### src/rtl/fetch_queue.sv
// fetch_queue: instruction-fetch front end.
// Owns the fetch PC and issues word reads to a 1-cycle-latency instruction memory.
// Returned words are buffered with their byte PC in a small FIFO and handed to decode
// over a valid/ready handshake. A redirect reloads the PC and flushes everything in flight.
//
// Ports:
//   Clk          rising-edge clock
//   Reset        synchronous active-low reset (0 = reset)
//   redirect     load redirect_pc and flush queue and pending response
//   redirect_pc  new byte PC, bits [1:0] ignored
//   imem_req     read request to instruction memory this cycle
//   imem_addr    word address of the request (fetch_pc[ADDR_W+1:2])
//   imem_rdata   instruction word, valid the cycle after imem_req
//   inst_valid   head of queue holds a valid instruction
//   inst         head instruction word (0 when inst_valid=0)
//   inst_pc      byte PC of head instruction (0 when inst_valid=0)
//   inst_ready   decode accepts the head this cycle
module fetch_queue #(
   parameter int unsigned DEPTH    = 4,
   parameter int unsigned ADDR_W   = 10,
   parameter logic [31:0] RESET_PC = 32'h0000_0000
) (
   input  logic              Clk,
   input  logic              Reset,
   input  logic              redirect,
   input  logic [31:0]       redirect_pc,
   output logic              imem_req,
   output logic [ADDR_W-1:0] imem_addr,
   input  logic [31:0]       imem_rdata,
   output logic              inst_valid,
   output logic [31:0]       inst,
   output logic [31:0]       inst_pc,
   input  logic              inst_ready
);

   localparam int unsigned PtrW = $clog2(DEPTH);
   localparam int unsigned CntW = $clog2(DEPTH + 1);

   logic [31:0]     fetch_pc_q, fetch_pc_d;
   logic [31:0]     pend_pc_q, pend_pc_d;
   logic            pend_q, pend_d;
   logic [PtrW-1:0] rd_ptr_q, rd_ptr_d;
   logic [PtrW-1:0] wr_ptr_q, wr_ptr_d;
   logic [CntW-1:0] count_q, count_d;

   logic [31:0]     fifo_inst_q [DEPTH];
   logic [31:0]     fifo_pc_q   [DEPTH];

   logic            issue;
   logic            push;
   logic            pop;

   always_comb begin
      // A pending response already owns a slot, so issue only when count + pend leaves room.
      issue = Reset & ~redirect & ((32'(count_q) + 32'(pend_q)) < DEPTH);
      // A response arriving during a redirect belongs to the old path and is dropped.
      push  = Reset & pend_q & ~redirect;
      pop   = inst_valid & inst_ready;
   end

   always_comb begin
      fetch_pc_d = fetch_pc_q;
      pend_pc_d  = pend_pc_q;
      pend_d     = issue;
      rd_ptr_d   = rd_ptr_q;
      wr_ptr_d   = wr_ptr_q;
      count_d    = count_q;

      if (issue) begin
         fetch_pc_d = fetch_pc_q + 32'd4;
         pend_pc_d  = fetch_pc_q;
      end
      if (push) wr_ptr_d = wr_ptr_q + PtrW'(1);
      if (pop)  rd_ptr_d = rd_ptr_q + PtrW'(1);

      unique case ({push, pop})
         2'b10:   count_d = count_q + CntW'(1);
         2'b01:   count_d = count_q - CntW'(1);
         default: count_d = count_q;
      endcase

      // Redirect wins over everything above; a same-cycle pop has already been seen by decode.
      if (redirect) begin
         fetch_pc_d = {redirect_pc[31:2], 2'b00};
         pend_d     = 1'b0;
         rd_ptr_d   = '0;
         wr_ptr_d   = '0;
         count_d    = '0;
      end
   end

   always_ff @(posedge Clk) begin
      if (!Reset) begin
         fetch_pc_q <= {RESET_PC[31:2], 2'b00};
         pend_pc_q  <= '0;
         pend_q     <= 1'b0;
         rd_ptr_q   <= '0;
         wr_ptr_q   <= '0;
         count_q    <= '0;
      end else begin
         fetch_pc_q <= fetch_pc_d;
         pend_pc_q  <= pend_pc_d;
         pend_q     <= pend_d;
         rd_ptr_q   <= rd_ptr_d;
         wr_ptr_q   <= wr_ptr_d;
         count_q    <= count_d;
      end
   end

   // Storage needs no reset: outputs are gated by count.
   always_ff @(posedge Clk) begin
      if (push) begin
         fifo_inst_q[wr_ptr_q] <= imem_rdata;
         fifo_pc_q[wr_ptr_q]   <= pend_pc_q;
      end
   end

   always_comb begin
      imem_req   = issue;
      imem_addr  = fetch_pc_q[ADDR_W+1:2];
      inst_valid = (count_q != '0);
      inst       = inst_valid ? fifo_inst_q[rd_ptr_q] : 32'd0;
      inst_pc    = inst_valid ? fifo_pc_q[rd_ptr_q]   : 32'd0;
   end

endmodule
### config.mk
export PLATFORM = sky130hd
export DESIGN_NAME = fetch_queue
export DESIGN_NICKNAME = d
export VERILOG_FILES = /design/src/rtl/fetch_queue.sv
export SDC_FILE = /design/constraint.sdc
export NUM_CORES = 1
export LEC_CHECK = 0
export ABC_AREA = 0
export ABC_CLOCK_PERIOD_IN_PS = 6100
export BUFFER_PORTS_ARGS = -buffer_cell sky130_fd_sc_hd__buf_2
export CAP_MARGIN = 10
export CORE_UTILIZATION = 56
export CTS_CLUSTER_SIZE = 12
export DETAILED_ROUTE_END_ITERATION = 7
export HOLD_SLACK_MARGIN = 0.1
export MAX_ROUTING_LAYER = met4
export PLACE_DENSITY = 0.76
export SLEW_MARGIN = 0
export SYNTH_ARGS = -nofsm -noshare
export SYNTH_HDL_FRONTEND = slang
export SYNTH_SLANG_ARGS = --single-unit
### constraint.sdc
create_clock -name Clk -period 6.1 [get_ports Clk]
set_input_delay 0.61 -clock Clk [delete_from_list [all_inputs] [get_ports Clk]]
set_output_delay 0.61 -clock Clk [all_outputs]
set_load 0.02 [all_outputs]
==> results.md <==
Place:
- Detailed placement finished with a half-perimeter wire length of 14,400 µm.
- Routability-driven placement finished with a final weighted congestion of 0.844.
- During placement, the flow inserted port buffers numbering 139.
- The worst-case setup slack after placement is 2.20 ns.

Logic synthesis:
- Sorting the synthesized cells by area gives the leading types as sky130_fd_sc_hd__edfxtp_1 (59%), sky130_fd_sc_hd__dfxtp_1 (11%), sky130_fd_sc_hd__mux4_2 (11%).
- The multiplexer share of the synthesized area is 0.116.
- The most common cell in the netlist is sky130_fd_sc_hd__edfxtp_1.
- Counting flops with a built-in enable in the synthesized netlist gives 248.
- Of the total synthesized cell area, the portion taken by full adders, half adders and majority gates is 0.00749.
- The average instance area after synthesis is 15.5 µm².
- The synthesized-area fraction occupied by ao, oa, aoi and oai cells came to 0.0473.
- After synthesis, the largest family of logic cells by area is multiplexers.
- The area fraction in and, or, nand and nor cells after synthesis is 0.0974.
- The cell area after synthesis is 12,700 µm².
- The commonest cells after synthesis are sky130_fd_sc_hd__edfxtp_1 (248), sky130_fd_sc_hd__nand2_1 (94), sky130_fd_sc_hd__dfxtp_1 (70).
- For this run, the leading register cell type out of synthesis is sky130_fd_sc_hd__edfxtp_1.
- The area fraction of the dominant cell type after synthesis is 0.587.
- The synthesized design contains 318 register bits.
- The fraction of synthesis flops using an asynchronous set or reset pin is 0.
- The parity-gate share of the synthesized area counting xor and xnor cells is 0.00759.
- The share of synthesized area occupied by flip-flops and latches is 0.697.
- The synthesis warning total is 0.
- The cell count after synthesis is 819.
- sky130_fd_sc_hd__edfxtp_1 takes more of the synthesized area than any other cell.
- The number of distinct library cells after synthesis is 49.

Die:
- The floorplan die area is 23,300 µm².
- The initial utilization of the core area, before any placement, comes to 0.576.
- 144 I/O pins were placed.
- The width of the die is 153 µm.
- In this run the standard cell core region covers 22,000 µm².
- In this run the vertical extent of the chip is 153 µm.
- Row generation in the floorplan step produced 54 rows.

Worst setup path:
- The data required time of the critical path is 5.49 ns.
- The type of destination of the critical path is an output port.
- Data arrives at the worst endpoint at 3.15 ns.
- The kind of critical path is in -> out.
- The cell type with the highest occurrence count on the critical path is sky130_fd_sc_hd__buf_2.
- The delay of the slowest cell on the worst path is 0.94 ns.
- The kind of launch point of the worst setup path is an input port.
- The largest fanout on the critical path is 54.
- On the critical path, the stage with the largest delay is an instance of sky130_fd_sc_hd__inv_2.
- The critical path contains buffers and inverters numbering 3 combined.
- The dominant delay contributor by cell family on the critical path is buffers and inverters.
- The signal on the critical path passes through buf_2 -> nor3b_2 -> nand2_2 -> inv_2 -> buf_2.

CTS:
- Buffers added to address setup during post-CTS repair amount to 0.
- Gates resized during post-CTS repair numbered 0.
- The clock latency of the later-clocked register in the worst-skew pair is 0.51 ns.
- TritonCTS built the clock tree.
- The total clock buffers created by CTS is 35.
- The master cell of the clock root buffer is sky130_fd_sc_hd__clkbuf_16.
- The clock passes through at most 3 buffers.
- After clock tree synthesis, the clock-pin slew on the worst setup and hold paths is 0.06 ns.
- The hold-fix buffer count after cts is 0.
- In this run the number of H-tree levels came out at 2.
- For this design, the sink count on the clock tree is 318.

Global routing:
- The first global-routing pass estimated 39,000 µm of wire.
- The pin count of the biggest net entering global routing is 64.
- The initial antenna violation count was 1.
- The total global-route track usage is 0.223.
- The leftover overflow at the end of global routing is 0.
- The number of global-route vias before repair is 7,232.

Timing:
- The period utilization is 0.616.
- The final hold violation count came to 0.
- The final critical path time including I/O delays and setup is 3.76 ns.
- The worst pin sits at a relative slew slack of 0.280.
- Setup violations remaining at the end of the flow were counted as 0.
- The final max-slew violation count came to 0.
- Setup repair after global routing left no endpoint under its margin.
- The worst clock skew on the final layout is 0.0187 ns.
- For the final routed database, the setup TNS stands at 0 ns.
- Timing would allow up to 266 MHz.
- In the post-route analysis, the smallest setup slack over all paths is 2.34 ns.
- The slew of the pin with the lowest slew margin is 1.08 ns.

Power and ir drop:
- The worst supply voltage drop on vdd is 0.175 mV.
- The leakage dissipation is 5.24 nW.
- In this run the power density over the cells is 302 nW/µm².

Routing:
- The first detailed-routing pass took 6 iterations.
- In the routed layout, each cell is associated on average with a via count of 5.79.
- The detail route stage leaves a number of antenna-violating nets equal to 0.
- The final routed wire length divided by cell count is 19.5 µm.
- The routed via count is 7,217.
- The first-iteration detailed-routing DRC count is 586.
- After detailed routing, the number of remaining DRC violations is 14.
- The routed design has 24,300 µm of wire.

Outcome:
- The final reports fail on design-rule violations.
- The run finished, with violations left.

Flow run:
- Max-cap violations in this run came to 0.

Layout:
- The share of layout cells above drive strength 1 is 0.275.
- Compared with the post-synthesis result, the final layout area differs by 14.6%.
- The final layout contains 1,018 nets.

Hold path:
- The class of the tightest hold or removal check is in -> reg.
[routing by layer]
layer,part of all wire,vias up,wire length (µm),track usage
li1,-,3350,-,-
met3,0.063,25,1530,0.0387
met2,0.49,235,11900,0.359
met1,0.43,3607,10500,0.298
met4,0.013,0,311,0.0553
met5,0,-,0,-
[layout by cell type, fill, tap and decap left out, types with 3 or more instances in the layout]
master,Yosys,layout
sky130_fd_sc_hd__ha_1,6,6
sky130_fd_sc_hd__inv_1,11,11
sky130_fd_sc_hd__nor2_1,21,21
sky130_fd_sc_hd__xor2_1,9,9
sky130_fd_sc_hd__buf_4,12,7
sky130_fd_sc_hd__a21oi_1,55,55
sky130_fd_sc_hd__buf_2,15,139
sky130_fd_sc_hd__nand3_1,11,11
sky130_fd_sc_hd__clkbuf_1,29,13
sky130_fd_sc_hd__o311ai_1,3,3
sky130_fd_sc_hd__a31oi_1,7,7
sky130_fd_sc_hd__mux2_1,5,5
sky130_fd_sc_hd__nor3_1,4,4
sky130_fd_sc_hd__nand4_1,12,12
sky130_fd_sc_hd__and3_1,10,6
sky130_fd_sc_hd__and4_1,5,5
sky130_fd_sc_hd__o21ai_0,11,11
sky130_fd_sc_hd__clkbuf_16,0,35
sky130_fd_sc_hd__o21ai_1,3,3
sky130_fd_sc_hd__edfxtp_1,248,248
sky130_fd_sc_hd__a2bb2oi_1,5,5
sky130_fd_sc_hd__mux4_2,62,62
sky130_fd_sc_hd__nand2_1,94,94
sky130_fd_sc_hd__and2_1,65,65
sky130_fd_sc_hd__or3_1,4,3
sky130_fd_sc_hd__o22ai_1,4,4
sky130_fd_sc_hd__a32oi_1,6,6
sky130_fd_sc_hd__and3_2,0,4
sky130_fd_sc_hd__clkinv_1,0,6
sky130_fd_sc_hd__dfxtp_1,70,68
[path summary, 6_finish.rpt]
| path | start | cells past startpoint | slack (ns) | to |
|---|---|---|---|---|
| min reg2reg | fetch_pc_q[17]$_SDFFE_PN0P_ | 2 | 0.49 | pend_pc_q[17]$_SDFFE_PN0P_ |
| max | redirect | 5 | 2.34 | imem_req |
| max reg2reg | pend_q$_SDFF_PN0_ | 6 | 2.77 | fetch_pc_q[13]$_SDFFE_PN0P_ |
| min | imem_rdata[1] | 1 | 0.33 | fifo_inst_q[1][1]$_DFFE_PP_ |
[sequential cells by signal, indices dropped and copies added, names as in the netlist, named ones only]
register	flops
pend_pc_q	30
pend_q	1
count_q	3
fifo_pc_q	120
fifo_inst_q	128
wr_ptr_q	2
fetch_pc_q	30
rd_ptr_q	2
[where the power goes]
group          switching (mW)  leakage, nW  total (mW)  internal [mW]
sequential             0.0307         3.02        2.38           2.35
clock                   0.765        0.496        1.88           1.11
combinational          0.0844         1.72       0.136         0.0511
total                   0.880         5.24        4.40           3.52
[cells by family (layout without fill, tap and decap cells)]
| family | Yosys count | in the layout |
|---|---|---|
| compound gates | 102 | 102 |
| mux | 69 | 69 |
| xor+xnor | 11 | 11 |
| buf+inv | 73 | 219 |
| fa+ha+maj | 7 | 7 |
| simple gates | 238 | 238 |
| other cells | 1 | 3 |
| flops | 318 | 318 |
[through the flow]
step | power (mW) | hold slack [ns] | area, µm² | cells | util
floorplan | 2.51 | 0.445 | 12700 | 820 | -
global placement | 2.56 | 0.473 | 13500 | 1186 | 0.614
detailed placement | 2.56 | 0.485 | 13500 | 1186 | 0.614
CTS | 4.44 | 0.302 | 14500 | 1246 | 0.660
global route | 4.54 | 0.321 | 14500 | 1247 | 0.660
finish | 4.40 | 0.327 | 14500 | 1247 | 0.660
[cell type report]
type	count	area (µm²)
fill	1552	7490
timing repair buffer	146	748
clock inverter	11	82.6
multi-input combinational	429	3520
sequential	318	8850
inverter	13	48.8
clock buffer	49	938
tap	280	350
antenna	1	2.50
[worst register-to-register path, delay by kind of cell, from the launching register on]
family / cells / cell delay (ns)
buf+inv: 1 / 0.66
simple gates: 3 / 1.73
flops: 1 / 0.48
compound gates: 2 / 0.37
(Power assumes the default switching activity.)
